[src/rtl/multi_seven_seg_scan.sv]
// Time-multiplexed common-anode seven-segment scanner for NUM_DIGITS hex digits.
// Adds decimal points, leading-zero blanking, PWM dimming and frame-coherent input snapshots.
module multi_seven_seg_scan #(
  parameter int NUM_DIGITS     = 4,
  parameter int REFRESH_DIV    = 20000,
  parameter int BRIGHT_W       = 4,
  parameter bit AN_ACTIVE_LOW  = 1'b1,
  parameter bit SEG_ACTIVE_LOW = 1'b1
) (
  input  logic                    clk,
  input  logic                    rst_n,
  input  logic [4*NUM_DIGITS-1:0] vals,
  input  logic [NUM_DIGITS-1:0]   dps,
  input  logic                    blank_lz,
  input  logic [BRIGHT_W-1:0]     brightness,
  output logic [NUM_DIGITS-1:0]   an,
  output logic [6:0]              seg,
  output logic                    dp,
  output logic                    frame_tick
);

  localparam int RCNT_W = (REFRESH_DIV > 1) ? $clog2(REFRESH_DIV) : 1;
  localparam int IDX_W  = (NUM_DIGITS > 1) ? $clog2(NUM_DIGITS) : 1;

  localparam logic [RCNT_W-1:0]     RCNT_LAST = RCNT_W'(REFRESH_DIV - 1);
  localparam logic [IDX_W-1:0]      IDX_LAST  = IDX_W'(NUM_DIGITS - 1);
  localparam logic [NUM_DIGITS-1:0] AN_OFF    = {NUM_DIGITS{AN_ACTIVE_LOW}};
  localparam logic [6:0]            SEG_OFF   = {7{SEG_ACTIVE_LOW}};
  localparam logic                  DP_OFF    = SEG_ACTIVE_LOW;

  logic [RCNT_W-1:0]       r_rcnt;
  logic [IDX_W-1:0]        r_idx;
  logic [BRIGHT_W-1:0]     r_pcnt;
  logic                    r_init;
  logic [4*NUM_DIGITS-1:0] r_vals_s;
  logic [NUM_DIGITS-1:0]   r_dps_s;
  logic                    r_blank_s;
  logic                    r_fb_d;
  logic [NUM_DIGITS-1:0]   r_an;
  logic [6:0]              r_seg;
  logic                    r_dp;
  logic                    r_frame_tick;

  logic                    w_slot_end;
  logic                    w_frame_bound;
  logic                    w_load;
  logic [4*NUM_DIGITS-1:0] w_vals_eff;
  logic [NUM_DIGITS-1:0]   w_dps_eff;
  logic                    w_blank_eff;
  logic [3:0]              w_nib;
  logic                    w_dp_req;
  logic                    w_zero_run;
  logic [NUM_DIGITS-1:0]   w_blank;
  logic                    w_digit_on;
  logic [NUM_DIGITS-1:0]   w_an_act;
  logic [6:0]              w_font_low;

  assign w_slot_end    = (r_rcnt == RCNT_LAST);
  assign w_frame_bound = w_slot_end && (r_idx == IDX_LAST);
  assign w_load        = r_init | w_frame_bound;

  // The first edge after reset both loads the shadows and drives digit 0, so bypass them then.
  assign w_vals_eff  = r_init ? vals     : r_vals_s;
  assign w_dps_eff   = r_init ? dps      : r_dps_s;
  assign w_blank_eff = r_init ? blank_lz : r_blank_s;

  assign w_digit_on = (r_pcnt <= brightness);

  always_ff @(posedge clk or negedge rst_n) begin
    if (!rst_n) begin
      r_rcnt <= '0;
      r_idx  <= '0;
      r_pcnt <= '0;
      r_init <= 1'b1;
      r_fb_d <= 1'b0;
    end else begin
      r_init <= 1'b0;
      r_pcnt <= r_pcnt + BRIGHT_W'(1);
      r_fb_d <= w_frame_bound;
      if (w_slot_end) begin
        r_rcnt <= '0;
        r_idx  <= (r_idx == IDX_LAST) ? '0 : r_idx + IDX_W'(1);
      end else begin
        r_rcnt <= r_rcnt + RCNT_W'(1);
      end
    end
  end

  always_ff @(posedge clk or negedge rst_n) begin
    if (!rst_n) begin
      r_vals_s  <= '0;
      r_dps_s   <= '0;
      r_blank_s <= 1'b0;
    end else if (w_load) begin
      r_vals_s  <= vals;
      r_dps_s   <= dps;
      r_blank_s <= blank_lz;
    end
  end

  always_comb begin
    w_nib    = 4'h0;
    w_dp_req = 1'b0;
    for (int i = 0; i < NUM_DIGITS; i++) begin
      if (r_idx == IDX_W'(i)) begin
        w_nib    = w_vals_eff[4*i +: 4];
        w_dp_req = w_dps_eff[i];
      end
    end
  end

  // Walk from the most significant digit down; a digit is blank while the zero run is unbroken.
  always_comb begin
    w_zero_run = 1'b1;
    w_blank    = '0;
    for (int i = NUM_DIGITS - 1; i >= 0; i--) begin
      w_zero_run = w_zero_run & (w_vals_eff[4*i +: 4] == 4'h0);
      if (i > 0) begin
        w_blank[i] = w_blank_eff & w_zero_run;
      end
    end
  end

  always_comb begin
    w_an_act = '0;
    for (int i = 0; i < NUM_DIGITS; i++) begin
      w_an_act[i] = (r_idx == IDX_W'(i)) && w_digit_on && !w_blank[i];
    end
  end

  always_comb begin
    w_font_low = 7'b1111111;
    case (w_nib)
      4'h0: w_font_low = 7'b0000001;
      4'h1: w_font_low = 7'b1001111;
      4'h2: w_font_low = 7'b0010010;
      4'h3: w_font_low = 7'b0000110;
      4'h4: w_font_low = 7'b1001100;
      4'h5: w_font_low = 7'b0100100;
      4'h6: w_font_low = 7'b0100000;
      4'h7: w_font_low = 7'b0001111;
      4'h8: w_font_low = 7'b0000000;
      4'h9: w_font_low = 7'b0000100;
      4'hA: w_font_low = 7'b0001000;
      4'hB: w_font_low = 7'b1100000;
      4'hC: w_font_low = 7'b0110001;
      4'hD: w_font_low = 7'b1000010;
      4'hE: w_font_low = 7'b0110000;
      4'hF: w_font_low = 7'b0111000;
      default: w_font_low = 7'b1111111;
    endcase
  end

  // All pins update together from one register stage, so anodes never overlap.
  always_ff @(posedge clk or negedge rst_n) begin
    if (!rst_n) begin
      r_an         <= AN_OFF;
      r_seg        <= SEG_OFF;
      r_dp         <= DP_OFF;
      r_frame_tick <= 1'b0;
    end else begin
      r_an         <= AN_ACTIVE_LOW  ? ~w_an_act   : w_an_act;
      r_seg        <= SEG_ACTIVE_LOW ? w_font_low  : ~w_font_low;
      r_dp         <= SEG_ACTIVE_LOW ? ~w_dp_req   : w_dp_req;
      r_frame_tick <= r_fb_d;
    end
  end

  assign an         = r_an;
  assign seg        = r_seg;
  assign dp         = r_dp;
  assign frame_tick = r_frame_tick;

endmodule

[config.mk]
export PLATFORM = sky130hd
export DESIGN_NAME = multi_seven_seg_scan
export DESIGN_NICKNAME = d
export VERILOG_FILES = /design/src/rtl/multi_seven_seg_scan.sv
export SDC_FILE = /design/constraint.sdc
export NUM_CORES = 1
export LEC_CHECK = 0
export BUFFER_PORTS_ARGS = -buffer_cell sky130_fd_sc_hd__buf_2
export CAP_MARGIN = 20
export CORE_MARGIN = 3
export CORE_UTILIZATION = 55
export CTS_CLUSTER_SIZE = 40
export DETAILED_ROUTE_END_ITERATION = 10
export GPL_TIMING_DRIVEN = 0
export PLACE_DENSITY = 0.86
export SLEW_MARGIN = 20
export SYNTH_ARGS = -nofsm -noshare
export SYNTH_HDL_FRONTEND = slang
export SYNTH_SLANG_ARGS = --single-unit
[constraint.sdc]
create_clock -name clk -period 3.64 [get_ports clk]
set_clock_uncertainty 0.2 [all_clocks]
set_input_delay 0 -clock clk [delete_from_list [all_inputs] [get_ports clk]]
set_output_delay 0 -clock clk [all_outputs]
set_load 0.02 [all_outputs]
# --- Yosys cells after proc, flatten, opt, wreduce, memory -nomap -nowiden ---
# Memory sizes are Yosys's and may differ from the RTL's. A register that Yosys moved wholly into a read port is not among the register bits.
# Index checks and enable logic that the tools add are counted.
classes:
  addsub: 3
  magnitude_cmp: 1
  n_eq_ne: 4
  mux: 13
  n_bitwise: 8
  n_reduce_logical: 16
op_table:
  columns: ["operator", "n"]
  rows:
  - ["4-bit 2-to-1 mux", 5]
  - ["16-bit 2-to-1 mux", 1]
  - ["15-bit by 1-bit adder with 15-bit output (second input constant)", 1]
  - ["15-bit == test (second input constant)", 1]
  - ["15-bit 2-to-1 mux", 1]
  - ["4-bit logical NOT", 3]
  - ["1-bit logical AND", 8]
  - ["1-bit bitwise AND", 5]
  - ["1-bit 2-to-1 mux", 5]
  - ["4-bit by 1-bit adder with 4-bit output (second input constant)", 1]
  - ["2-bit == test (second input constant)", 2]
  - ["4-bit <= comparator", 1]
  - ["1-bit logical NOT", 4]
  - ["4-bit inverter", 1]
  - ["2-bit by 1-bit adder with 2-bit output (second input constant)", 1]
  - ["2-bit by 1-bit == test with 1-bit output (second input constant)", 1]
  - ["2-bit logical NOT", 1]
  - ["2-bit 2-to-1 mux", 1]
  - ["1-bit inverter", 1]
  - ["1-bit bitwise OR", 1]
word_totals:
  reg_bits: 50
  rom_bits: 112
  input_bits: 27
  out_inout_bits: 13
  mem_count: 1
memory_table:
  columns: ["name", "words", "width", "rd", "rd_ports_with_merged_regs", "wr", "line", "text"]
  rows:
  - ["(no name shown)", 16, 7, 1, 1, 0, "133", "case (w_nib)"]

# --- Logic depth before layout (Yosys ltp) ---
# Gate-level depths: netlist of the first run.
depth:
  depth_word: 8
  ltp_mapped: 10
  depth_no_buf: 10

# --- Worst setup path before layout of the first run ---
# No wires, ideal clock.
synth_timing:
  path_kind: "register to register"
  from: "register r_init"
  to: "register r_seg[0], in the netlist seg[0]"
  arrival_ns: 2.453
  slack_ns: 0.908
  stages_incl_launch_ff: 9
  path_buffers: 1
  synth_period_minus_slack_ns: 2.732
  cell_sequence: "dfstp_2 buf_6 mux2_2 a221o_1 a21oi_1 inv_1 ha_1 mux2_1 a22o_1"
synth_between:
  elab_chain_len: 5
synth_rtl:
  columns: ["item", "line", "text"]
  rows:
  - ["start: declaration", "34", "logic r_init;"]
  - ["start signal: assignment", "74", "r_init <= 1'b1;"]
  - ["start signal: assignment", "77", "r_init <= 1'b0;"]
  - ["16-bit 2-to-1 mux *", "63", "assign w_vals_eff = r_init ? vals : r_vals_s;"]
  - ["4-bit 2-to-1 mux (3 in a row)", "105", "if (r_idx == IDX_W'(i)) begin"]
  - ["4-bit 2-to-1 mux *", "105", null]
  - ["end: declaration", "40", "logic [6:0] r_seg;"]
# Every way passes the cells marked *; elsewhere a longest branch is shown, timed or not.
# A chain may end at the register's enable or synchronous reset.

# --- Worst setup path in the final report of the first run ---
# Ends and elaborated chain as after synthesis.

==> results of run 1 <==
[layer usage]
layer,wire length (µm),vias to the layer above,global-route usage
met1,2850,1085,0.2706
met2,3259,56,0.3651
met4,153,0,0.1216
met5,0,-,0
met3,303,14,0.03924
li1,-,1042,-
[final cells by class]
| class | instances | area (µm²) |
|---|---|---|
| Fill cell | 341 | 1488 |
| Sequential cell | 57 | 1443 |
| Multi-Input combinational cell | 173 | 1509 |
| Buffer | 10 | 73.82 |
| Timing Repair Buffer | 61 | 417.9 |
| Clock buffer | 13 | 158.9 |
| Tap cell | 70 | 87.58 |
| Clock inverter | 3 | 15.01 |
| Inverter | 12 | 45.04 |
[synthesized netlist by cell type, types with 6 or more instances]
cell,count,share of area
a21oi_1,7,0.011
dfrtp_1,44,0.36
dfstp_2,13,0.11
ha_1,16,0.065
inv_1,12,0.015
mux2_1,9,0.033
mux2_2,13,0.048
mux2_4,17,0.083
mux2i_1,10,0.033
nand2_1,8,0.0098
nand3_1,8,0.013
nor2_1,13,0.016
nor3_1,6,0.0098
xnor2_1,8,0.023
xor2_1,7,0.020
[report_power, final]
| part | internal (mW) | switching (mW) |
|---|---|---|
| Sequential | 0.684 | 0.0227 |
| Clock | 0.281 | 0.240 |
| Combinational | 0.127 | 0.121 |
| Total | 1.09 | 0.384 |
[flip-flops by register name, indices dropped and copies added, names as in the netlist]
name        cells
r_vals_s       16
r_rcnt         15
seg             7
an              4
r_dps_s         4
r_pcnt          4
r_idx           2
dp              1
frame_tick      1
r_blank_s       1
r_fb_d          1
r_init          1
[logic make-up after synthesis]
logic type,synth area share
xor+xnor,0.04279
compound gates,0.08272
simple gates,0.1031
flops,0.4698
mux,0.1964
other cells,0.001221
buf+inv,0.03871
fa+ha+maj,0.06520
[worst paths after layout]
path	depth (start not counted)	endpoint	startpoint
min in group clk	5	an[0]$_DFF_PN1_	brightness[0]
setup / recovery	8	seg[0]$_DFF_PN1_	r_init$_DFF_PN1_
hold / removal	2	r_vals_s[10]$_DFFE_PN0P_	rst_n
max in group asynchronous	2	r_rcnt[5]$_DFF_PN0_	rst_n
hold reg to reg	0	frame_tick$_DFF_PN0_	r_fb_d$_DFF_PN0_
setup reg to reg	8	seg[0]$_DFF_PN1_	r_init$_DFF_PN1_
[critical path: cells and delay by family (launching register included)]
kind,cells,cell delay (ns)
flops,1,0.52
compound gates,3,1.08
mux,2,0.66
fa+ha+maj,1,0.28
buf+inv,2,0.28
==> reports/qor.csv, run 1 <==
metric,value,unit
outcome,"complete, no violations",
antenna_found_initial,0,
port_buffers,39,
synth-seq-area-share,0.4698,
final_cells,399,
place_congestion,0.8641,
postSynth.asyncResetShare,1.000,
design_area,3750,µm²
cts_tree,built,
diodes,0,
cp_slowest_cell,a21oi_1,
synthCells,252,
final_layout_size_suffix_gt1_frac,0.3252,
rsz0062_at_grt,false,
worst-path-max-fanout,9,
first_global_vias,2322,
dr.first_iter.drc_count,96,
synth_fp_nets,295,
hold_violations,0,
synth_edf_count,0,
yosysWarnings,0,
power_per_cell_area,393.6,nW/µm²
htree_levels,3,
ctsRootBufferMaster,clkbuf_8,
clk_path_buf_depth,2,
ios,40,
fin_util,0.7160,
startpoint_type,register,
finalCritPeriodShare,0.8480,
grt-ovfl-total,0,
cts_setup_buffers,0,
pre_cts_ws,0.6062,ns
setup_violations,0,
max-slew-margin-rel,0.5307,
gr-usage-all-layers,0.2199,
initial_utilization,0.5862,
cp.required,3.70,ns
critPathKind,register to register,
grt_max_degree,58,
slowest_delay,0.53,ns
max_cap_violations,0,
syn2layout_area_growth,22.13,%
synth_seq_cells,57,
wl_per_cell,16.46,µm
first_pass_iters,4,
drc,0,
irDropWorstVdd,256.5,µV
fin_nets,367,
wl,6567,µm
layout_commonest_cell,dfrtp_1,
worst_pin_slew,0.7039,ns
holdWs,0.05846,ns
vias,2197,
p_leak,1.782,nW
max_freq,324.0,MHz
hold_path_class,input port to asynchronous set/reset pin,
final-max-slew-violation-count,0,
insertion_delay,0.33,ns
grt_pass1_wl,10810,µm
fin_setup_tns,0,ns
dp.cells,361,
path_cells,buf_6 -> mux2_2 -> a221o_1 -> a21oi_1 -> inv_1 -> ha_1 -> mux2_1 -> a22o_1,
clk_pin_slew_worst_paths,0.07,ns
row_count,26,
cts_buffers,9,
fp.coreArea,5238,µm²
die_y,80.72,µm
timing.final.ws_setup,0.5533,ns
endpoint_kind,register,
place_area,3356,µm²
die-area,6515,µm²
cp.arrival,3.15,ns
ctsHoldBuffers,22,
die_x,80.72,µm
antenna_left,0,
finalPower,1.476,mW
cts_sinks,57,
dp_hpwl,4157,µm
synth_area,3070,µm²
cts.repair.resized,0,
layout_common_cells,"44 x dfrtp_1, 40 x buf_2, 22 x dlygate4sd3_1, 17 x mux2_4, 16 x ha_1",
ff2ff_setup_slack,0.55,ns
ys.flop_type,dfrtp_1,
syn_area_per_cell,12.18,µm²
via_per_inst,5.506,
synth.distinct_cells,48,
min_period,3.087,ns
Note: power is estimated with default switching activity, not from simulation.
==> run 2: changes to the inputs <==
==> constraint.sdc (replaced) <==
create_clock -name clk -period 3 [get_ports clk]
set_clock_uncertainty 0.2 [all_clocks]
set_input_delay 0 -clock clk [delete_from_list [all_inputs] [get_ports clk]]
set_output_delay 0 -clock clk [all_outputs]
set_load 0.02 [all_outputs]
==> reports/qor.csv, run 2 (synthesis results as in run 1) <==
metric,value,unit,change
cts_sinks,57,,unchanged
timing.final.ws_setup,0.1598,ns,-0.3935 ns
first_pass_iters,4,,unchanged
drc,0,,unchanged
worst_pin_slew,0.7033,ns,-0.0005736 ns
die-area,6515,µm²,unchanged
holdWs,0.05237,ns,-0.006093 ns
max-slew-margin-rel,0.5311,,about the same
first_global_vias,2348,,+1.1%
final_layout_size_suffix_gt1_frac,0.3343,,+0.009119
pre_cts_ws,-0.03376,ns,-0.6400 ns
power_per_cell_area,477.6,nW/µm²,+21%
register_area,1443,µm²,unchanged
antenna_found_initial,0,,unchanged
irDropWorstVdd,311.6,µV,+21%
cp.arrival,2.90,ns,-0.25 ns
final-max-slew-violation-count,0,,unchanged
fp.coreArea,5238,µm²,unchanged
grt_pass1_wl,10880,µm,+0.70%
cp.required,3.06,ns,-0.64 ns
setup_violations,0,,unchanged
final_cells,399,,unchanged
max_freq,352.1,MHz,+8.7%
dp_hpwl,4157,µm,unchanged
design_area,3767,µm²,+0.47%
port_buffers,39,,unchanged
grt_max_degree,58,,unchanged
nFillCells,344,,+0.88%
htree_levels,3,,unchanged
regMostFlops,r_vals_s,,
clk_pin_slew_worst_paths,0.07,ns,about the same
fin_setup_tns,0,ns,unchanged
layout_common_cells,"44 x dfrtp_1, 40 x buf_2, 22 x dlygate4sd3_1, 17 x mux2_4, 16 x ha_1",,
ctsRootBufferMaster,clkbuf_8,,
gr-usage-all-layers,0.2213,,+0.001429
dr.first_iter.drc_count,109,,+14%
hold_violations,0,,unchanged
rsz0062_at_grt,false,,
multi_input_area,1525,µm²,+1.1%
vias,2219,,+1.0%
worst-path-max-fanout,9,,unchanged
cts_buffers,9,,unchanged
p_leak,1.788,nW,+0.34%
layout_commonest_cell,dfrtp_1,,
startpoint_type,register,,
via_per_inst,5.561,,+1.0%
largest_reg_flops,16,,unchanged
hold_path_class,input port to asynchronous set/reset pin,,
syn2layout_area_growth,22.70,%,
die_x,80.72,µm,unchanged
outcome,"complete, no violations",,
grt-ovfl-total,0,,unchanged
place_area,3356,µm²,unchanged
finalCritPeriodShare,0.9467,,+0.09875
ios,40,,unchanged
dp.cells,361,,unchanged
place_congestion,0.8641,,unchanged
wl_per_cell,16.77,µm,+1.9%
critPathKind,register to register,,
fin_nets,367,,unchanged
insertion_delay,0.34,ns,about the same
endpoint_kind,register,,
cts_tree,built,,
diodes,0,,unchanged
max_cap_violations,0,,unchanged
antenna_left,0,,unchanged
min_period,2.840,ns,-0.2465 ns
initial_utilization,0.5862,,unchanged
clk_path_buf_depth,2,,unchanged
die_y,80.72,µm,unchanged
wl,6693,µm,+1.9%
row_count,26,,unchanged
[run 2: cell counts in the layout (fill, tap and decap cells not counted)]
Identical to the previous run, type by type.
[run 2: what timing repair did]
action	CTS	global route
hold endpoints to repair	82	0
hold buffers	22	0
setup buffers	0	0
gates resized for setup	2	3
setup endpoints to repair	1	1
[run 2: final timing paths]
kind / from / to / slack, ns / depth (start not counted)
max: r_init$_DFF_PN1_ / seg[0]$_DFF_PN1_ / 0.16 / 8
min: rst_n / r_vals_s[11]$_DFFE_PN0P_ / 0.05 / 2
max reg2reg: r_init$_DFF_PN1_ / seg[0]$_DFF_PN1_ / 0.16 / 8
min reg2reg: r_fb_d$_DFF_PN0_ / frame_tick$_DFF_PN0_ / 0.15 / 0
max in group asynchronous: rst_n / r_rcnt[8]$_DFF_PN0_ / 2.05 / 2
min in group clk: brightness[0] / an[0]$_DFF_PN1_ / 0.05 / 5
[run 2: where the power goes]
part	total [mW]	internal [mW]	switching [mW]
logic	0.305	0.156	0.149
registers	0.858	0.830	0.0277
clock network	0.637	0.341	0.296
total	1.80	1.33	0.472
[run 2: area by class of cell]
type | count | share of cell area
Buffer | 10 | 0.01993
Clock buffer | 13 | 0.04218
Clock inverter | 3 | 0.003985
Inverter | 12 | 0.01196
Multi-Input combinational cell | 173 | 0.4048
Sequential cell | 57 | 0.3829
Tap cell | 70 | 0.02325
Timing Repair Buffer | 61 | 0.1109
[run 2: critical path, stage by stage, from the launching register on]
cell and delay (ns):
dfstp_2 0.52, buf_6 0.14, mux2_2 0.35, a221o_1 0.36, a22oi_2 0.33, inv_1 0.14, ha_1 0.25, mux2_1 0.31
a22o_1 0.18
[run 2: stage by stage]
| stage | utilization | power [mW] |
|---|---|---|
| final | 0.7193 | 1.799 |
| after global routing | 0.7193 | 1.872 |
| after CTS | 0.7176 | 1.794 |
| after detailed placement | 0.6407 | 1.141 |
| after global placement | 0.6402 | 1.131 |
| after floorplan | - | 1.053 |
[run 2: routing by layer]
| layer | GRT usage | part of all wire | vias to the layer above |
|---|---|---|---|
| met1 | 0.2619 | 0.42 | 1092 |
| met3 | 0.03587 | 0.035 | 20 |
| met5 | 0 | 0 | - |
| li1 | - | - | 1042 |
| met2 | 0.3833 | 0.51 | 65 |
| met4 | 0.1199 | 0.036 | 0 |
==> run 3: changes to the inputs <==
--- a/config.mk
+++ b/config.mk
@@ -7,7 +7,7 @@
 export LEC_CHECK = 0
 export BUFFER_PORTS_ARGS = -buffer_cell sky130_fd_sc_hd__buf_2
 export CAP_MARGIN = 20
-export CORE_MARGIN = 3
+export CORE_MARGIN = 2
 export CORE_UTILIZATION = 55
 export CTS_CLUSTER_SIZE = 40
 export DETAILED_ROUTE_END_ITERATION = 10
@@ -17,3 +17,4 @@
 export SYNTH_ARGS = -nofsm -noshare
 export SYNTH_HDL_FRONTEND = slang
 export SYNTH_SLANG_ARGS = --single-unit
+export TNS_END_PERCENT = 30
==> reports/qor.csv, run 3 (synthesis results as in run 1) <==
metric,value,unit,change
largest_reg_flops,16,,unchanged
wl_per_cell,16.82,µm,+0.29%
reg2reg_depth,8,,unchanged
dp.cells,363,,+0.55%
startpoint_type,register,,
startpoint,r_init$_DFF_PN1_,,
place_area,3358,µm²,about the same
final_cells,402,,+0.75%
irDropWorstVdd,350.3,µV,+12%
ff2ff_setup_slack,0.12,ns,-0.04 ns
max_cap_violations,0,,unchanged
r2r-end,seg[0]$_DFF_PN1_,,
wl,6763,µm,+1.0%
antenna_left,0,,unchanged
via_per_inst,5.572,,+0.19%
cp_slowest_cell,dfstp_2,,
syn2layout_area_growth,23.68,%,
first_global_vias,2339,,-0.38%
die_y,78.72,µm,-2.5%
insertion_delay,0.34,ns,about the same
grt_max_degree,58,,unchanged
holdWs,0.03089,ns,-0.02148 ns
antenna_found_initial,0,,unchanged
p_leak,1.800,nW,+0.68%
grt-ovfl-total,0,,unchanged
die-area,6196,µm²,-4.9%
grt_pass1_wl,11280,µm,+3.7%
cts_tree,built,,
ctsRootBufferMaster,clkbuf_8,,
worst-path-max-fanout,9,,unchanged
diodes,0,,unchanged
max_freq,347.1,MHz,-1.4%
fp.coreArea,5439,µm²,+3.8%
row_count,27,,+3.8%
worst_pin_slew,0.6960,ns,-0.007297 ns
dp_hpwl,4211,µm,+1.3%
max-slew-margin-rel,0.5360,,+0.004865
finalPower,1.885,mW,+4.8%
outcome,"complete, no violations",,
slowest_delay,0.52,ns,about the same
fin_nets,368,,+0.27%
drc,0,,unchanged
finalCritPeriodShare,0.9602,,+0.01347
port_buffers,39,,unchanged
timing.rr.start,r_init$_DFF_PN1_,,
final-max-slew-violation-count,0,,unchanged
first_pass_iters,4,,unchanged
hold_path_class,input port to register,,
htree_levels,3,,unchanged
die_x,78.72,µm,-2.5%
final_layout_size_suffix_gt1_frac,0.3394,,+0.005047
initial_utilization,0.5645,,-0.02171
clk_pin_slew_worst_paths,0.06,ns,about the same
power_per_cell_area,496.3,nW/µm²,+3.9%
hold_violations,0,,unchanged
regMostFlops,r_vals_s,,
ios,40,,unchanged
clk_path_buf_depth,2,,unchanged
cts_buffers,9,,unchanged
critPathCapture,seg[0]$_DFF_PN1_,,
layout_commonest_cell,dfrtp_1,,
vias,2240,,+0.95%
layout_common_cells,"44 x dfrtp_1, 40 x buf_2, 22 x dlygate4sd3_1, 17 x mux2_4, 15 x ha_1",,
gr-usage-all-layers,0.2393,,+0.01800
path_cells,buf_6 -> mux2_2 -> a221o_1 -> a21oi_2 -> inv_1 -> ha_1 -> mux2_1 -> a22o_1,,
design_area,3797,µm²,+0.80%
endpoint_kind,register,,
timing.final.ws_setup,0.1194,ns,-0.04042 ns
cp.arrival,2.94,ns,+0.04 ns
place_congestion,0.8251,,-4.5%
setup_violations,0,,unchanged
pre_cts_ws,-0.01383,ns,+0.01993 ns
fin_setup_tns,0,ns,unchanged
cp.required,3.06,ns,about the same
min_period,2.881,ns,+0.04042 ns
critPathKind,register to register,,
cts_sinks,57,,unchanged
fin_util,0.6982,,-0.02112
dr.first_iter.drc_count,162,,+49%
-- run 3: cell count changes in the layout (fill, tap and decap cells not counted) --
cell / delta
a21oi_4: -1
clkinv_2: -1
a21oi_2: +1
ha_2: +1
buf_4: +1
ha_1: -1
bufinv_16: +1
-- run 3: final cells by class --
cell class | instances | area, µm²
Sequential cell | 57 | 1443
Multi-Input combinational cell | 173 | 1520
Timing Repair Buffer | 62 | 425.4
Fill cell | 376 | 1642
Buffer | 10 | 75.07
Inverter | 12 | 45.04
Clock buffer | 13 | 158.9
Tap cell | 72 | 90.09
Clock inverter | 3 | 40.04
-- run 3: how the worst min path moves through the flow --
stage	end	cells past startpoint	startpoint
global route	an[0]$_DFF_PN1_	5	brightness[0]
floorplan	frame_tick$_DFF_PN0_	0	rst_n
finish	an[0]$_DFF_PN1_	5	brightness[0]
detailed placement	r_rcnt[10]$_DFF_PN0_	1	rst_n
global placement	r_vals_s[9]$_DFFE_PN0P_	2	vals[9]
CTS	an[0]$_DFF_PN1_	5	brightness[0]
-- run 3: power by group --
part	switching [mW]	leakage, nW	internal, mW
clock	0.293	0.103	0.426
sequential	0.0275	0.684	0.830
combinational	0.151	1.01	0.157
total	0.471	1.80	1.41
-- run 3: layer usage --
layer  global-route usage  share of wire  vias to the layer above  wire length [µm]
met5                    0              0                        -                 0
met4               0.1158          0.033                        0               226
met3              0.07045          0.056                       23               378
met2               0.3915           0.50                       80              3402
met1               0.2898           0.41                     1089              2755
li1                     -              -                     1048                 -
-- run 3: timing repair --
action                     4_1_cts  5_1_grt
setup endpoints to repair        1        1
buffers inserted                 0        1
pin swaps                        0        1
hold buffers                    22        0
gates resized for setup          2        3
hold endpoints to repair        82        0
-- run 3: critical path, delay by kind of cell, from the launching register on --
family	cells	cell delay [ns]
adder cells (fa/ha/maj)	1	0.27
multiplexers	2	0.64
flip-flops	1	0.52
buffers and inverters	2	0.27
AO/OA/AOI/OAI	3	0.90
